[src/rtl/msrv32_trap_ctrl.sv]
// Machine-mode trap sequencer. Watches decoded exception flags and the CSR
// interrupt enable/pending bits. Drives the mepc/mcause/mstatus.MIE update
// strobes, the retire pulse and the fetch-stage PC source select.
module msrv32_trap_ctrl #(
   parameter int unsigned IRQ_EN       = 1,
   parameter int unsigned RESET_CYCLES = 2
) (
   input  logic       clk_in,
   input  logic       rst_in,
   input  logic       illegal_instr_in,
   input  logic       misaligned_instr_in,
   input  logic       misaligned_load_in,
   input  logic       misaligned_store_in,
   input  logic       ecall_in,
   input  logic       ebreak_in,
   input  logic       mret_in,
   input  logic       mie_in,
   input  logic       meie_in,
   input  logic       mtie_in,
   input  logic       msie_in,
   input  logic       meip_in,
   input  logic       mtip_in,
   input  logic       msip_in,
   output logic       set_epc_out,
   output logic       set_cause_out,
   output logic       i_or_e_out,
   output logic [3:0] cause_out,
   output logic       mie_clear_out,
   output logic       mie_set_out,
   output logic       instret_inc_out,
   output logic       misaligned_exception_out,
   output logic [1:0] pc_src_out,
   output logic       flush_out
);

   localparam logic [1:0] StReset      = 2'd0;
   localparam logic [1:0] StOperating  = 2'd1;
   localparam logic [1:0] StTrapTaken  = 2'd2;
   localparam logic [1:0] StTrapReturn = 2'd3;

   localparam int unsigned        CntW    = (RESET_CYCLES > 2) ? $clog2(RESET_CYCLES) : 1;
   localparam logic [CntW-1:0]    CntLast = CntW'(RESET_CYCLES - 1);
   localparam logic               IrqOn   = (IRQ_EN != 0);

   logic [1:0]      state_q, state_d;
   logic [CntW-1:0] rst_cnt_q, rst_cnt_d;
   logic [3:0]      cause_q, cause_d;
   logic            i_or_e_q, i_or_e_d;

   logic            exc, irq, misaligned_any;
   logic [3:0]      exc_cause, irq_cause;

   // Exception/interrupt detection and cause encoding, highest priority first
   always_comb begin
      misaligned_any = misaligned_instr_in | misaligned_load_in | misaligned_store_in;
      exc = illegal_instr_in | misaligned_any | ecall_in | ebreak_in;
      irq = IrqOn & mie_in & ((meie_in & meip_in) | (msie_in & msip_in) | (mtie_in & mtip_in));

      if (misaligned_instr_in)     exc_cause = 4'd0;
      else if (illegal_instr_in)   exc_cause = 4'd2;
      else if (ebreak_in)          exc_cause = 4'd3;
      else if (ecall_in)           exc_cause = 4'd11;
      else if (misaligned_load_in) exc_cause = 4'd4;
      else                         exc_cause = 4'd6;

      if (meie_in & meip_in)       irq_cause = 4'd11;
      else if (msie_in & msip_in)  irq_cause = 4'd3;
      else                         irq_cause = 4'd7;
   end

   // Next-state, reset counter and cause capture
   always_comb begin
      state_d   = state_q;
      rst_cnt_d = rst_cnt_q;
      cause_d   = cause_q;
      i_or_e_d  = i_or_e_q;
      case (state_q)
         StReset: begin
            rst_cnt_d = rst_cnt_q + 1'b1;
            if (rst_cnt_q == CntLast) begin
               state_d = StOperating;
            end
         end
         StOperating: begin
            // Exception beats a concurrent interrupt (which stays pending) and mret
            if (exc) begin
               cause_d  = exc_cause;
               i_or_e_d = 1'b0;
               state_d  = StTrapTaken;
            end else if (irq) begin
               cause_d  = irq_cause;
               i_or_e_d = 1'b1;
               state_d  = StTrapTaken;
            end else if (mret_in) begin
               state_d = StTrapReturn;
            end
         end
         default: state_d = StOperating;
      endcase
   end

   // State registers
   always_ff @(posedge clk_in or posedge rst_in) begin
      if (rst_in) begin
         state_q   <= StReset;
         rst_cnt_q <= '0;
         cause_q   <= 4'd0;
         i_or_e_q  <= 1'b0;
      end else begin
         state_q   <= state_d;
         rst_cnt_q <= rst_cnt_d;
         cause_q   <= cause_d;
         i_or_e_q  <= i_or_e_d;
      end
   end

   // Outputs: Moore on state, except retire and misaligned which follow inputs in OPERATING
   always_comb begin
      set_epc_out              = 1'b0;
      set_cause_out            = 1'b0;
      mie_clear_out            = 1'b0;
      mie_set_out              = 1'b0;
      instret_inc_out          = 1'b0;
      misaligned_exception_out = 1'b0;
      pc_src_out               = 2'b00;
      flush_out                = 1'b1;
      cause_out                = cause_q;
      i_or_e_out               = i_or_e_q;
      case (state_q)
         StReset: begin
            pc_src_out = 2'b00;
            flush_out  = 1'b1;
         end
         StOperating: begin
            pc_src_out               = 2'b01;
            flush_out                = 1'b0;
            instret_inc_out          = ~exc & ~irq;
            misaligned_exception_out = misaligned_any;
         end
         StTrapTaken: begin
            set_epc_out   = 1'b1;
            set_cause_out = 1'b1;
            mie_clear_out = 1'b1;
            pc_src_out    = 2'b11;
            flush_out     = 1'b1;
         end
         default: begin
            mie_set_out = 1'b1;
            pc_src_out  = 2'b10;
            flush_out   = 1'b1;
         end
      endcase
   end

endmodule

[config.mk]
export PLATFORM = sky130hd
export DESIGN_NAME = msrv32_trap_ctrl
export DESIGN_NICKNAME = d
export VERILOG_FILES = /design/src/rtl/msrv32_trap_ctrl.sv
export SDC_FILE = /design/constraint.sdc
export NUM_CORES = 1
export LEC_CHECK = 0
export CAP_MARGIN = 20
export CORE_MARGIN = 2
export CORE_UTILIZATION = 36
export CTS_CLUSTER_SIZE = 25
export DETAILED_ROUTE_END_ITERATION = 7
export PLACE_DENSITY = 0.76
export SYNTH_ARGS = -nofsm -noshare
export SYNTH_HDL_FRONTEND = slang
export SYNTH_SLANG_ARGS = --single-unit
[constraint.sdc]
create_clock -name clk_in -period 1.5 [get_ports clk_in]
set_input_delay 0.375 -clock clk_in [delete_from_list [all_inputs] [get_ports clk_in]]
set_output_delay 0.375 -clock clk_in [all_outputs]
set_load 0.02 [all_outputs]
==> flow_summary.yaml, run 1 <==
run_status:
  run_status: "complete, but fails checks"
  violations: "setup timing"
worst_setup_path:
  cp_max_fo: 3
  worstPathRequired_ns: 1.12
  crit_type: "register to output port"
  arrival_ns: 1.25
  end_kind: "output port"
  start_kind: "register"
detailed_routing:
  via_per_inst: 4.845
  dr.pass1.iters: 4
  drt_wl_total_mm: 1.393
  routed-wl-met3_um: 62
  met1Wirelength_um: 563
  ant_nets: 0
  route.met2.wl_um: 746
  top_layer_used: "met4"
  via_count: 562
  drc: 0
  drt-wirelength-per-cell_um: 12.01
  drt-initial-drc-count: 5
synthesis:
  ys_seq_elements: 8
  syn-num-nets: 70
  synth_async_sr_flop_share_pct: 100.0
  synth_commonest_cells: "8 x dfrtp_1, 6 x inv_1, 4 x ha_1, 4 x nor2_1"
  syn_area_um2: 530.5
  synth_most_common_cell: "dfrtp_1"
  ys_warn_count: 0
  synth_area_leader_cell: "dfrtp_1"
  synth_cell_types: 25
  synth_area_leaders: "dfrtp_1 38%, ha_1 9.4%, mux2_4 8.5%"
  syn_inst: 50
  synth_area_per_cell_um2: 10.61
  ys_seq_area_share_pct: 37.74
  yosys.area.top_type_share_pct: 37.74
  synth_flop_cell: "dfrtp_1"
  synth_edf_count: 0
power:
  clkPwrFrac_pct: 8.3
  seqPwrFrac_pct: 20.2
  switching_share_pct: 40.78
  p_comb_share_pct: 71.4
  powerDensity_nw_per_um2: 1783
  leakage_nw: 0.5356
  vdd_drop_max_v: 0.001077
  switching_power_mw: 0.7897
  p_int_mw: 1.147
  finalPower_mw: 1.937
timing:
  skew_ns: 0.0009784
  timing.fmax_mhz: 614.7
  rsz0062_at_grt: "true"
  period_minus_slack_ns: 1.627
  final.setup.worst_slack_ns: -0.1267
  setup_tns_ns: -0.4950
  setup_viol: 10
  worstMarginPinSlew_ns: 0.3629
  hold_viol: 0
  slew_viol_final: 0
  post-route-period-util_pct: 108.4
  relSlewSlack_pct: 75.81
clock_tree:
  cts_buffer_depth: 2
  cts_root_buf: "clkbuf_4"
  tritoncts: "done"
  cts.sink_count: 8
  clk_latency_ns: 0.24
  htree_levels: 1
  numCtsBuffers: 3
  clkSlewWorstSetupHoldPaths_ns: 0.05
floorplanning:
  fp.dieW_um: 42.39
  ios: 30
  die_area_um2: 1796
  start_util_pct: 39.77
  rows: 13
  die_height_um: 42.39
  coreArea_um2: 1334
cells_and_area:
  area_delta_synth_final_pct: 104.7
  fin_nets: 123
  layout-drive-gt1-share_pct: 60.40
  diodes: 0
  filler_cell_count: 93
global_routing:
  grt_pass1_wl_mm: 2.373
  grt_start_max_net_pins: 9
  antenna_found_initial: 0
  grt_usage_pct: 17.97
  first_global_vias: 580
  overflow: 0
place:
  gp_congestion: 0.7467
  hpwl_mm: 1.108
  port_buffers: 29
min_path:
  hp-class: "input port to asynchronous set/reset pin"
run:
  drv_cap: 0
area by class of cell:
class	instances	area, µm²	area share, %
clock buffer	3	22.52	2.074
multi-input combinational	34	364.1	33.53
sequential	8	202.7	18.66
inverter	6	27.53	2.535
tap	15	18.77	1.728
timing repair buffer	50	450.4	41.47
registers in the layout, summed over array words and instances, names as in the netlist:
register,flops
cause_out,4
i_or_e_out,1
rst_cnt_q,1
state_q,2
cell families (layout without fill, tap and decap cells):
family | count (synthesis) | in the layout | share of synthesized area, %
AOI/OAI and AO/OA | 11 | 11 | 15.33
and+or+nand+nor | 14 | 14 | 18.40
muxes | 4 | 4 | 10.38
adders and majority gates | 4 | 4 | 9.434
DFF | 8 | 8 | 37.74
buffers and inverters | 8 | 59 | 7.074
xor gates and xnor gates | 1 | 1 | 1.651
worst paths after layout:
kind                             from            end  slack, ns  cells past startpoint
setup reg to reg           state_q[1]   cause_out[2]       0.20                      5
hold reg to reg             rst_cnt_q      rst_cnt_q       0.45                      1
setup / recovery           state_q[0]  pc_src_out[1]      -0.13                      3
max in group asynchronous      rst_in     state_q[0]       0.87                      2
hold / removal                 rst_in      rst_cnt_q       0.37                      2
min in group clk_in         rst_cnt_q      rst_cnt_q       0.45                      1
layer usage:
layer / track usage [%] / vias to the layer above
met3: 2.586 / 2
met4: 11.25 / 0
met5: 0 / -
li1: - / 283
met1: 19.10 / 254
met2: 32.62 / 23
power groups by stage:
stage	Clock [mW]	Sequential, mW	Combinational [mW]
after floorplan	0	0.431	0.581
after global placement	0	0.372	1.18
after detailed placement	0	0.374	1.19
after CTS	0.167	0.380	1.31
after global routing	0.182	0.407	1.49
final	0.161	0.392	1.38
critical path, stage by stage (launching register included):
cell and delay, ns:
dfrtp_2 0.44, ha_2 0.20, or2_4 0.24, buf_6 0.13
metrics by stage:
step	setup WS, ns	hold slack [ns]	instances	utilization, %	area, µm²
3_3_place_gp	-0.8796	0.4475	110	72.33	964.7
4_1_cts	-0.1289	0.3822	115	76.74	1023
2_1_floorplan	-0.01847	0.1907	50	-	535.5
6_report	-0.1267	0.3737	116	81.43	1086
3_5_place_dp	-0.9405	0.4510	110	72.33	964.7
5_1_grt	-0.1641	0.4174	116	81.43	1086
cells in the final DEF (no fill, tap or decap), types with 2 or more instances in the layout:
cell type | netlist | layout
dlygate4sd2_1 | 0 | 7
nor2_1 | 4 | 2
buf_2 | 0 | 4
dfrtp_1 | 8 | 6
clkbuf_4 | 0 | 3
buf_4 | 2 | 17
nor3_1 | 3 | 2
inv_1 | 6 | 3
inv_2 | 0 | 2
dfrtp_2 | 0 | 2
clkdlybuf4s15_1 | 0 | 2
a21oi_1 | 2 | 2
buf_6 | 0 | 15
mux2_4 | 3 | 3
ha_4 | 0 | 3
o21ai_0 | 2 | 2
clkdlybuf4s50_1 | 0 | 2
nor2_4 | 0 | 2
timing repair:
item	4_1_cts	5_1_grt
hold buffers	0	0
setup endpoints to repair	21	8
resized for setup	107	16
buffers inserted	3	1
pin swaps	9	5
Note: power is estimated with default switching activity, not from simulation.
==> run 2: changes to the inputs <==
- CORE_MARGIN: 2 -> 5
==> flow_summary.yaml, run 2 (synthesis gave the netlist of run 1 again) <==
run_status:
  run_status: "complete, but fails checks"
  violations: "setup timing"
global_routing:
  grt_usage_pct: 15.82
  overflow: 0
  antenna_found_initial: 0
  grt_pass1_wl_mm: 2.918
  grt_start_max_net_pins: 9
  first_global_vias: 611
clock_tree:
  clk_latency_ns: 0.25
  numCtsBuffers: 3
  hold_buffers: 0
  cts_buffer_depth: 2
  htree_levels: 1
  cts_root_buf: "clkbuf_4"
  cts.sink_count: 8
  tritoncts: "done"
  clkSlewWorstSetupHoldPaths_ns: 0.05
timing:
  setup_tns_ns: -0.5301
  timing.fmax_mhz: 608.7
  post-route-period-util_pct: 109.5
  hold_viol: 0
  hold_ws_ns: 0.3824
  setup_viol: 8
  relSlewSlack_pct: 76.95
  rsz0062_at_grt: "true"
  worstMarginPinSlew_ns: 0.3457
  skew_ns: 0.004452
  final.setup.worst_slack_ns: -0.1428
  slew_viol_final: 0
  period_minus_slack_ns: 1.643
power:
  seqPwrFrac_pct: 20.5
  switching_share_pct: 41.10
  switching_power_mw: 0.7923
  p_int_mw: 1.135
  finalPower_mw: 1.928
  p_comb_share_pct: 71.3
  leakage_nw: 0.5169
  clkPwrFrac_pct: 8.1
  vdd_drop_max_v: 0.001394
  powerDensity_nw_per_um2: 1863
floorplanning:
  rows: 13
  start_util_pct: 39.30
  die_height_um: 48.39
  die_area_um2: 2341
  fp.dieW_um: 48.39
  coreArea_um2: 1350
  ios: 30
detailed_routing:
  dr.pass1.iters: 4
  drt_wl_total_mm: 1.727
  drt-initial-drc-count: 10
  drc: 0
  drt-wirelength-per-cell_um: 14.89
  via_per_inst: 4.897
  ant_nets: 0
  via_count: 568
place:
  place_area_um2: 942.2
  dp.cells: 107
  dp_slack_ns: -0.9207
  port_buffers: 29
  hpwl_mm: 1.281
  gp_congestion: 0.7171
cells_and_area:
  final_cell_mix: "19 x buf_4, 12 x buf_6, 8 x dlygate4sd2_1, 7 x dfrtp_1, 6 x buf_2"
  fin_nets: 123
  diodes: 0
  stdcell_count: 116
  layout-drive-gt1-share_pct: 58.42
  final_common_cell: "buf_4"
  filler_cell_count: 102
  largest_reg_flops: 4
  area_delta_synth_final_pct: 95.05
  fin_util_pct: 76.65
  stdcell_area_um2: 1035
worst_setup_path:
  worstPathRequired_ns: 1.12
  end_kind: "output port"
  start_kind: "register"
  arrival_ns: 1.27
  cp_max_fo: 3
  crit_type: "register to output port"
  regToRegSetupSlack_ns: 0.18
min_path:
  hp-class: "input port to asynchronous set/reset pin"
run:
  drv_cap: 0
==> run 2: cell types whose count changed in the layout (fill, tap and decap cells not counted), sizes merged <==
cell / previous run / this run
dlygate4sd2: 7 / 8
clkbuf: 4 / 3
clkdlybuf4s50: 2 / 3
dlymetal6s2s: 1 / 0
==> run 2: layout make-up <==
type / count / area, µm² / share of cell area (%)
multi-input cells: 34 / 341.6 / 33.01
clock buffers: 3 / 22.52 / 2.177
repair buffers: 50 / 427.9 / 41.35
inverters: 6 / 22.52 / 2.177
flip-flops and latches: 8 / 201.4 / 19.47
well taps: 15 / 18.77 / 1.814
==> run 2: power groups by stage <==
stage                     Clock, mW  Sequential (mW)  Combinational, mW
after global routing          0.175            0.406               1.49
after CTS                     0.165            0.391               1.31
after detailed placement          0            0.379               1.18
after floorplan                   0            0.431              0.581
final                         0.157            0.396               1.37
after global placement            0            0.376               1.16
==> run 2: worst paths after layout <==
| kind | startpoint | end | cells after the start |
|---|---|---|---|
| worst min-delay path | rst_in | rst_cnt_q | 2 |
| max in group asynchronous | rst_in | state_q[1] | 2 |
| worst max-delay path | state_q[1] | pc_src_out[1] | 3 |
| min in group clk_in | rst_cnt_q | rst_cnt_q | 1 |
| worst min register to register | rst_cnt_q | rst_cnt_q | 1 |
| worst max register to register | state_q[1] | cause_out[1] | 5 |
==> run 2: worst max-delay path, stage by stage (launching register included) <==
cell and delay [ns]:
dfrtp_2 0.44, ha_2 0.20, or2_4 0.25, buf_6 0.13
==> run 2: what timing repair did <==
action / in CTS / in global routing
setup endpoints to repair: 21 / 11
setup buffers: 4 / 4
pin swaps: 9 / 5
resized for setup: 107 / 1
endpoints found under the hold margin: 0 / 0
==> run 2: routing by layer <==
metal | GRT usage (%) | vias to the layer above | wire, µm
met1 | 17.04 | 265 | 680
met5 | 0 | - | 0
met4 | 4.147 | 0 | 13
met3 | 5.199 | 2 | 87
li1 | - | 286 | -
met2 | 28.91 | 15 | 946
==> run 3: changes to the inputs <==
- CAP_MARGIN: 20 -> unset
- CORE_AREA: unset -> 5 5 42 44
- CORE_MARGIN: 5 -> unset
- CORE_UTILIZATION: 36 -> unset
- CTS_CLUSTER_DIAMETER: unset -> 40
- DIE_AREA: unset -> 0 0 47 49
- DONT_BUFFER_PORTS: unset -> 1
- PLACE_DENSITY: 0.76 -> unset
==> flow_summary.yaml, run 3 (synthesis gave the netlist of run 1 again) <==
timing:
  setup_viol: 4
  relSlewSlack_pct: 76.65
  skew_ns: 0.0004321
  rsz0062_at_grt: "true"
  period_minus_slack_ns: 1.549
  timing.fmax_mhz: 645.7
  setup_tns_ns: -0.1761
  final.setup.worst_slack_ns: -0.04881
  hold_viol: 0
  slew_viol_final: 0
  post-route-period-util_pct: 103.3
  worstMarginPinSlew_ns: 0.3476
run_status:
  run_status: "complete, but fails checks"
  violations: "setup timing"
power:
  vdd_drop_max_v: 0.0008090
  leakage_nw: 0.2973
  powerDensity_nw_per_um2: 2155
  finalPower_mw: 1.407
floorplanning:
  start_util_pct: 37.86
  die_height_um: 49
  coreArea_um2: 1401
  rows: 14
  die_area_um2: 2303
  ios: 30
  fp.dieW_um: 47
clock_tree:
  tritoncts: "done"
  cts.sink_count: 8
  numCtsBuffers: 3
  cts_buffer_depth: 2
  clk_latency_ns: 0.25
  htree_levels: 1
  clkSlewWorstSetupHoldPaths_ns: 0.05
  cts_root_buf: "clkbuf_4"
worst_setup_path:
  start_kind: "register"
  worstPathRequired_ns: 1.12
  cp_max_fo: 3
  arrival_ns: 1.17
  crit_type: "register to output port"
  end_kind: "output port"
cells_and_area:
  stdcell_count: 75
  final_common_cell: "dfrtp_1"
  largest_reg_flops: 4
  final_cell_mix: "8 x dfrtp_1, 5 x buf_4"
  layout-drive-gt1-share_pct: 42.37
  filler_cell_count: 143
  fin_util_pct: 46.61
  stdcell_area_um2: 653.1
  diodes: 0
  area_delta_synth_final_pct: 23.11
  fin_nets: 81
detailed_routing:
  dr.pass1.iters: 4
  via_per_inst: 5.440
  ant_nets: 0
  via_count: 408
  drc: 0
  drt_wl_total_mm: 1.160
  drt-wirelength-per-cell_um: 15.47
  drt-initial-drc-count: 6
min_path:
  hp-class: "input port to register"
place:
  port_buffers: 0
  gp_congestion: 0.6979
  dp.cells: 70
  hpwl_um: 944.3
  place_area_um2: 585.6
global_routing:
  first_global_vias: 462
  grt_start_max_net_pins: 9
  antenna_found_initial: 0
  grt_pass1_wl_mm: 1.869
  overflow: 0
  grt_usage_pct: 11.51
run:
  drv_cap: 0
-- run 3: cell type report --
class	count	area (µm²)	share of cell area, %
multi-input combinational	34	315.3	48.28
sequential	8	200.2	30.65
timing repair buffer	8	70.07	10.73
inverter	6	25.02	3.831
clock buffer	3	22.52	3.448
tap	16	20.02	3.065
-- run 3: worst paths after layout --
check | start | endpoint | slack, ns | cells past startpoint
max | state_q[0] | pc_src_out[1] | -0.05 | 3
max reg2reg | state_q[1] | cause_out[2] | 0.15 | 5
min reg2reg | rst_cnt_q | rst_cnt_q | 0.46 | 1
min | ebreak_in | cause_out[3] | 0.30 | 2
min in group asynchronous | rst_in | cause_out[1] | 0.50 | 2
max in group asynchronous | rst_in | state_q[1] | 0.77 | 2
-- run 3: repair_timing --
action                                 4_1_cts  5_1_grt
gates resized for setup                     10        1
endpoints found under the hold margin        8        0
setup endpoints to repair                    8        8
setup buffers                                1        0
hold buffers                                 1        0
pin swaps                                    3        0
-- run 3: power breakdown --
group	total [mW]	switching (mW)	leakage, nW	internal, mW
registers	0.455	0.142	0.0994	0.313
logic	0.795	0.449	0.184	0.345
clock network	0.158	0.0667	0.0138	0.0911
-- run 3: critical path, stage by stage (launching register included) --
cell     delay (ns)
dfrtp_1        0.39
inv_2          0.07
ha_2           0.19
or2_4          0.28
-- run 3: layer usage --
metal	global-route usage [%]	wire length [µm]	up-vias	share of wire [%]
met3	5.166	134	2	12
met2	17.19	599	23	52
met1	12.19	411	185	35
li1	-	-	198	-
met4	8.295	14	0	1.2
met5	0	0	-	0
-- run 3: per-stage QoR --
step,hold slack [ns],setup slack [ns]
floorplan,0.1907,-0.01847
global placement,0.2203,-0.05720
detailed placement,0.2247,-0.04651
CTS,0.3018,-0.05907
global route,0.3067,-0.1036
finish,0.3040,-0.04881
